`config.mk`:
```
export PLATFORM = sky130hd
export DESIGN_NAME = nv_nvdla_pdp_wdma_pack
export DESIGN_NICKNAME = d
export VERILOG_FILES = /design/src/rtl/nv_nvdla_pdp_wdma_pack.sv
export SDC_FILE = /design/constraint.sdc
export NUM_CORES = 1
export LEC_CHECK = 0
export ABC_AREA = 1
export BUFFER_PORTS_ARGS = -buffer_cell sky130_fd_sc_hd__buf_4
export CAP_MARGIN = 20
export CORE_MARGIN = 10
export CORE_UTILIZATION = 45
export CTS_CLUSTER_DIAMETER = 80
export DETAILED_ROUTE_END_ITERATION = 12
export GPL_TIMING_DRIVEN = 0
export PLACE_DENSITY = 0.72
export SLEW_MARGIN = 40
export SYNTH_ARGS = -nofsm -noshare
export SYNTH_HDL_FRONTEND = slang
export SYNTH_SLANG_ARGS = --single-unit
```
`constraint.sdc`:
```
create_clock -name nvdla_core_clk -period 2.02 [get_ports nvdla_core_clk]
set_input_delay 0.303 -clock nvdla_core_clk [delete_from_list [all_inputs] [get_ports nvdla_core_clk]]
set_output_delay 0.303 -clock nvdla_core_clk [all_outputs]
set_load 0.005 [all_outputs]
```
`src/rtl/nv_nvdla_pdp_wdma_pack.sv`:
```
// Packs the PDP core's one-element-per-cycle output into ATOM_BYTES-wide write-DMA words.
// Flushes a partial word at every line end and tags line/cube boundaries.
module nv_nvdla_pdp_wdma_pack #(
    parameter int ATOM_BYTES = 8,
    parameter int BPE        = 8
) (
    input  logic                         nvdla_core_clk,
    input  logic                         nvdla_core_rstn,
    input  logic                         reg2dp_op_en,
    input  logic [12:0]                  reg2dp_cube_out_width,
    input  logic [12:0]                  reg2dp_cube_out_height,
    input  logic [12:0]                  reg2dp_cube_out_channel,
    input  logic [BPE-1:0]               pdp_dp2wdma_pd,
    input  logic                         pdp_dp2wdma_valid,
    output logic                         pdp_dp2wdma_ready,
    output logic [ATOM_BYTES*BPE-1:0]    wdma_pack_pd,
    output logic [ATOM_BYTES-1:0]        wdma_pack_mask,
    output logic                         wdma_pack_last_line,
    output logic                         wdma_pack_last_cube,
    output logic                         wdma_pack_valid,
    input  logic                         wdma_pack_ready,
    output logic                         wdma_pack_done
);

    localparam int CNTB_W = $clog2(ATOM_BYTES);
    localparam logic [1:0] ST_IDLE = 2'd0;
    localparam logic [1:0] ST_RUN  = 2'd1;
    localparam logic [1:0] ST_DONE = 2'd2;

    logic [1:0]                 state_reg;
    logic [12:0]                width_reg, height_reg, channel_reg;
    logic [12:0]                cnt_x_reg, cnt_y_reg, cnt_c_reg;
    logic [CNTB_W-1:0]          cnt_b_reg;
    logic                       cube_end_reg;
    logic [BPE-1:0]             stage_reg [ATOM_BYTES];
    logic [ATOM_BYTES*BPE-1:0]  pd_reg, word_next;
    logic [ATOM_BYTES-1:0]      mask_reg, mask_next;
    logic                       last_line_reg, last_cube_reg, valid_reg;

    logic start, line_end, word_end, cube_end, elem_acc, xfer, out_acc;

    assign start    = (state_reg == ST_IDLE) && reg2dp_op_en;
    assign line_end = (cnt_x_reg == width_reg);
    assign word_end = line_end || (cnt_b_reg == CNTB_W'(ATOM_BYTES - 1));
    assign cube_end = line_end && (cnt_y_reg == height_reg) && (cnt_c_reg == channel_reg);

    // Ready is built from registers and the downstream ready only, so the
    // upstream never sees a combinational path back from its own valid.
    assign pdp_dp2wdma_ready = (state_reg == ST_RUN) && !cube_end_reg &&
                               (!word_end || !valid_reg || wdma_pack_ready);
    assign elem_acc = pdp_dp2wdma_valid && pdp_dp2wdma_ready;
    assign xfer     = elem_acc && word_end;
    assign out_acc  = valid_reg && wdma_pack_ready;

    // Staging bytes above cnt_b are always zero because staging is cleared on every transfer.
    genvar gi;
    generate
        for (gi = 0; gi < ATOM_BYTES; gi++) begin : g_byte
            assign word_next[gi*BPE +: BPE] = (cnt_b_reg == CNTB_W'(gi)) ? pdp_dp2wdma_pd : stage_reg[gi];
            assign mask_next[gi] = (CNTB_W'(gi) <= cnt_b_reg);

            always_ff @(posedge nvdla_core_clk or negedge nvdla_core_rstn) begin
                if (!nvdla_core_rstn) begin
                    stage_reg[gi] <= '0;
                end else if (start || xfer) begin
                    stage_reg[gi] <= '0;
                end else if (elem_acc && (cnt_b_reg == CNTB_W'(gi))) begin
                    stage_reg[gi] <= pdp_dp2wdma_pd;
                end
            end
        end
    endgenerate

    always_ff @(posedge nvdla_core_clk or negedge nvdla_core_rstn) begin
        if (!nvdla_core_rstn) begin
            state_reg <= ST_IDLE;
        end else begin
            case (state_reg)
                ST_IDLE: if (reg2dp_op_en) state_reg <= ST_RUN;
                ST_RUN:  if (out_acc && last_cube_reg) state_reg <= ST_DONE;
                default: state_reg <= ST_IDLE;
            endcase
        end
    end

    always_ff @(posedge nvdla_core_clk or negedge nvdla_core_rstn) begin
        if (!nvdla_core_rstn) begin
            width_reg    <= '0;
            height_reg   <= '0;
            channel_reg  <= '0;
            cnt_b_reg    <= '0;
            cnt_x_reg    <= '0;
            cnt_y_reg    <= '0;
            cnt_c_reg    <= '0;
            cube_end_reg <= 1'b0;
        end else if (start) begin
            width_reg    <= reg2dp_cube_out_width;
            height_reg   <= reg2dp_cube_out_height;
            channel_reg  <= reg2dp_cube_out_channel;
            cnt_b_reg    <= '0;
            cnt_x_reg    <= '0;
            cnt_y_reg    <= '0;
            cnt_c_reg    <= '0;
            cube_end_reg <= 1'b0;
        end else if (elem_acc) begin
            if (xfer) begin
                cnt_b_reg <= '0;
                if (cube_end) cube_end_reg <= 1'b1;
                if (line_end) begin
                    cnt_x_reg <= '0;
                    if (cnt_y_reg == height_reg) begin
                        cnt_y_reg <= '0;
                        cnt_c_reg <= cnt_c_reg + 13'd1;
                    end else begin
                        cnt_y_reg <= cnt_y_reg + 13'd1;
                    end
                end else begin
                    cnt_x_reg <= cnt_x_reg + 13'd1;
                end
            end else begin
                cnt_b_reg <= cnt_b_reg + CNTB_W'(1);
                cnt_x_reg <= cnt_x_reg + 13'd1;
            end
        end
    end

    always_ff @(posedge nvdla_core_clk or negedge nvdla_core_rstn) begin
        if (!nvdla_core_rstn) begin
            pd_reg        <= '0;
            mask_reg      <= '0;
            last_line_reg <= 1'b0;
            last_cube_reg <= 1'b0;
            valid_reg     <= 1'b0;
        end else if (xfer) begin
            pd_reg        <= word_next;
            mask_reg      <= mask_next;
            last_line_reg <= line_end;
            last_cube_reg <= cube_end;
            valid_reg     <= 1'b1;
        end else if (out_acc) begin
            valid_reg     <= 1'b0;
        end
    end

    assign wdma_pack_pd        = pd_reg;
    assign wdma_pack_mask      = mask_reg;
    assign wdma_pack_last_line = last_line_reg;
    assign wdma_pack_last_cube = last_cube_reg;
    assign wdma_pack_valid     = valid_reg;
    assign wdma_pack_done      = (state_reg == ST_DONE);

endmodule

```
==> run_results.csv <==
group,metric,value,unit
critical_path,cpPeakStageDelay,0.38,ns
placed_design,placed_cells_incl_taps,1823,
timing,setup-violations-final,152,
die,die-width,174,um
critical_path,start_kind,"flop",
drt,viasPerCell,5.25,
cells_and_area,mostFrequentLayoutCell,"sky130_fd_sc_hd__nand2_1",
placed_design,dpl_cell_area,12200,um^2
critical_path,r2r_slack,-0.14,ns
drt,drt_first_iter_violations,973,
critical_path,critPathTopFamily,"simple AND/OR/NAND/NOR gates",
run,drv.max_cap_violation_count,0,
die,std_cell_rows,56,
placed_design,place_hpwl,21100,um
die,die_area,30400,um^2
worst_hold_path,worstHoldPathCells,3,
timing,report.final.hold_viol_count,0,
synthesis,synthDistinctLibCells,34,
timing,timing_worst_slew_pin_value,0.591,ns
critical_path,setup.worst_path.class,"flop to primary output",
clock_tree,cts.reportedPaths.clkPinSlew,0.07,ns
cells_and_area,postLayoutCellArea,14800,um^2
timing,clock.fmax,0.447,GHz
cells_and_area,fill_cells,1852,
cells_and_area,final_stage_net_count,1653,
global_route,groute.usage.overall,0.199,
synthesis,synthFlopType,"sky130_fd_sc_hd__dfrtp_1",
synthesis,netlist.top_cell.by_area,"sky130_fd_sc_hd__dfrtp_1",
global_route,antenna_found_initial,1,
drt,routed_wirelength,33900,um
critical_path,cp-end-kind,"primary output",
timing,relSlewSlack,0.606,
clock_tree,clock_tree_from_tritoncts,"done",
drt,post-route-drc-count,0,
timing,worst_clock_skew,0.00934,ns
synthesis,synthesis.nets,1433,
critical_path,cp_cell_sequence,"inv_1 > nand2_1 > nor2_4 > a21boi_4 > buf_6",
cells_and_area,final_cell_mix,"sky130_fd_sc_hd__nand2_1, sky130_fd_sc_hd__dfrtp_1, sky130_fd_sc_hd__buf_4, sky130_fd_sc_hd__o21ai_0, sky130_fd_sc_hd__inv_1",
global_route,largest_net_degree_at_the_start_of_global_routing,76,
outcome,violations,"setup timing",
worst_hold_path,hp-start,"reg2dp_cube_out_width[8]",
synthesis,syn_avg_cell_area,7.81,um^2
global_route,number_of_global_route_vias_before_repair,9516,
cells_and_area,areaGrowthSynthToFinish,38.0,%
drt,detail_route.first_pass.iterations,6,
critical_path,worst-endpoint-required,1.72,ns
die,design.core.area,23500,um^2
critical_path,crit_path_top_delay_cell,"sky130_fd_sc_hd__dfrtp_1",
clock_tree,clock_tree.root_cell,"sky130_fd_sc_hd__clkbuf_16",
timing,post-route-period-util,1.11,
global_route,grt_pass1_wl,50100,um
cells_and_area,final_cells,1931,
timing,timing.final.ws_setup,-0.217,ns
outcome,outcome,"finished with violations",
drt,antenna_left,0,
synthesis,ys_seq_elements,223,
synthesis,synth_edf_count,0,
clock_tree,worst_skew_pair.late_latency,0.52,ns
cells_and_area,layout-drive-gt1-share,0.266,
drt,route.detailed.wl_per_inst,17.6,um
synthesis,synth-seq-area-share,0.520,
placed_design,globalplace.congestion,0.885,
worst_hold_path,worst_hold_path.endpoint,"width_reg[8]",
timing,final.setup.tns,-11.98,ns
critical_path,critical_path.reg2reg.endpoint,"stage_reg[17]",
synthesis,netlist_area,10700,um^2
global_route,grt.overflow.total,0,
critical_path,timing.critical_path.buf_inv,2,
drt,vias,10145,
timing,setup_repair_after_global_routing_missed_its_margin,"yes",
synthesis,netlist_instances,1374,
clock_tree,clock_sink_count,223,
critical_path,crit_fanout,10,
synthesis,synth-warning-count,0,
pwr,irDropWorstVdd,0.000689,V
clock_tree,clock_tree.htree_level_count,1,
die,die_height,174,um
placed_design,numPortBuffers,127,
synthesis,synth_async_sr_flop_share,1.00,
critical_path,worstPathArrival,1.93,ns
critical_path,worst_r2r_path_depth,15,
critical_path,rr_startpoint,"cnt_x_reg[7]",
pwr,cellLeakagePower,7.73,nW
pwr,power_per_cell_area,1130,nW/um^2
synthesis,synth_top_cell_area_share,0.520,
timing,finalWorstPathRequiredPeriod,2.24,ns
worst_hold_path,worstHoldPathType,"input pin to flop",
die,io-pin-count,129,
synthesis,ys_top_cells_by_area,"sky130_fd_sc_hd__dfrtp_1, sky130_fd_sc_hd__nand2_1, sky130_fd_sc_hd__o21ai_0",
clock_tree,numCtsBuffers,24,
timing,timing_max_transition_violations_final,0,
die,initial_utilization,0.457,
clock_tree,cts-root-to-sink-buffers,3,
## tightest hold or removal path, cell delays in order
cell	delay (ns)
sky130_fd_sc_hd__buf_4	0.08
sky130_fd_sc_hd__nand2_1	0.04
sky130_fd_sc_hd__o21ai_0	0.06
## synthesized netlist by cell type, types with 3 or more instances
master,number
sky130_fd_sc_hd__nand2_1,574
sky130_fd_sc_hd__dfrtp_1,223
sky130_fd_sc_hd__o21ai_0,129
sky130_fd_sc_hd__inv_1,109
sky130_fd_sc_hd__nand3_1,90
sky130_fd_sc_hd__nor2_1,71
sky130_fd_sc_hd__clkbuf_1,23
sky130_fd_sc_hd__xor2_1,21
sky130_fd_sc_hd__nand4_1,17
sky130_fd_sc_hd__buf_2,15
sky130_fd_sc_hd__nor3_1,14
sky130_fd_sc_hd__xnor2_1,11
sky130_fd_sc_hd__a21oi_1,9
sky130_fd_sc_hd__buf_6,8
sky130_fd_sc_hd__inv_2,8
sky130_fd_sc_hd__ha_1,7
sky130_fd_sc_hd__nand4_2,7
sky130_fd_sc_hd__o22ai_1,5
sky130_fd_sc_hd__buf_1,4
sky130_fd_sc_hd__nand3b_1,4
sky130_fd_sc_hd__or2_2,4
sky130_fd_sc_hd__a22oi_1,3
sky130_fd_sc_hd__nor2_2,3
## area by class of cell
type                    instances  area, um^2  area share
repair inverters                2        27.5     0.00186
clock inverters                11         133     0.00895
plain buffers                  48         472      0.0318
well taps                     319         399      0.0269
flip-flops and latches        223        5580       0.377
inverters                     118         477      0.0322
multi-input cells             982        5090       0.344
clock buffers                  32         702      0.0474
diodes                          1        2.50    0.000169
repair buffers                195        1930       0.130
## metal layers
metal,track usage,up-vias,share of wire
met3,0.0423,72,0.076
met2,0.324,417,0.48
met1,0.259,4850,0.41
li1,-,4806,-
met4,0.0666,0,0.031
met5,0,-,0
## metrics by stage
stage	hold WS [ns]	total power, W	setup slack [ns]	util
5_1_grt	0.0109	0.0177	-0.277	0.631
4_1_cts	0.000364	0.0158	-0.133	0.574
2_1_floorplan	0.00741	0.00909	0.0472	-
3_3_place_gp	0.464	0.0108	-1.05	0.515
6_report	0.00127	0.0167	-0.217	0.631
3_5_place_dp	0.129	0.0110	-0.671	0.519
## report_power, final
part	leakage (nW)	total [W]	internal, W	switching (W)
sequential	2.96	0.00666	0.00574	0.000914
combinational	4.35	0.00537	0.00236	0.00301
clock	0.416	0.00466	0.00281	0.00184
## logic make-up after synthesis
group	synth area share
buffers and inverters	0.0668
adder cells (fa/ha/maj)	0.00816
AO/OA/AOI/OAI	0.0724
flip-flops	0.520
AND/OR/NAND/NOR	0.306
XOR/XNOR	0.0261
## timing repair
| action | CTS | global route |
|---|---|---|
| pin swaps | 2 | 57 |
| setup endpoints to repair | 193 | 194 |
| hold endpoints to repair | 105 | 0 |
| resized for setup | 47 | 286 |
| setup buffers | 7 | 14 |
| hold buffers | 27 | 0 |
| gates cloned | 0 | 19 |
## worst max path at each step
stage | from | to | cells past startpoint | slack (ns)
after floorplan | cnt_b_reg[1] | cnt_b_reg[2] | 11 | 0.05
after global placement | nvdla_core_rstn | wdma_pack_pd[42] | 1 | -1.05
after detailed placement | cnt_b_reg[1] | stage_reg[17] | 11 | -0.67
after CTS | cnt_x_reg[6] | pdp_dp2wdma_ready | 10 | -0.13
after global routing | state_reg[1] | pdp_dp2wdma_ready | 5 | -0.28
final | state_reg[1] | pdp_dp2wdma_ready | 5 | -0.22
(Power assumes the default switching activity.)
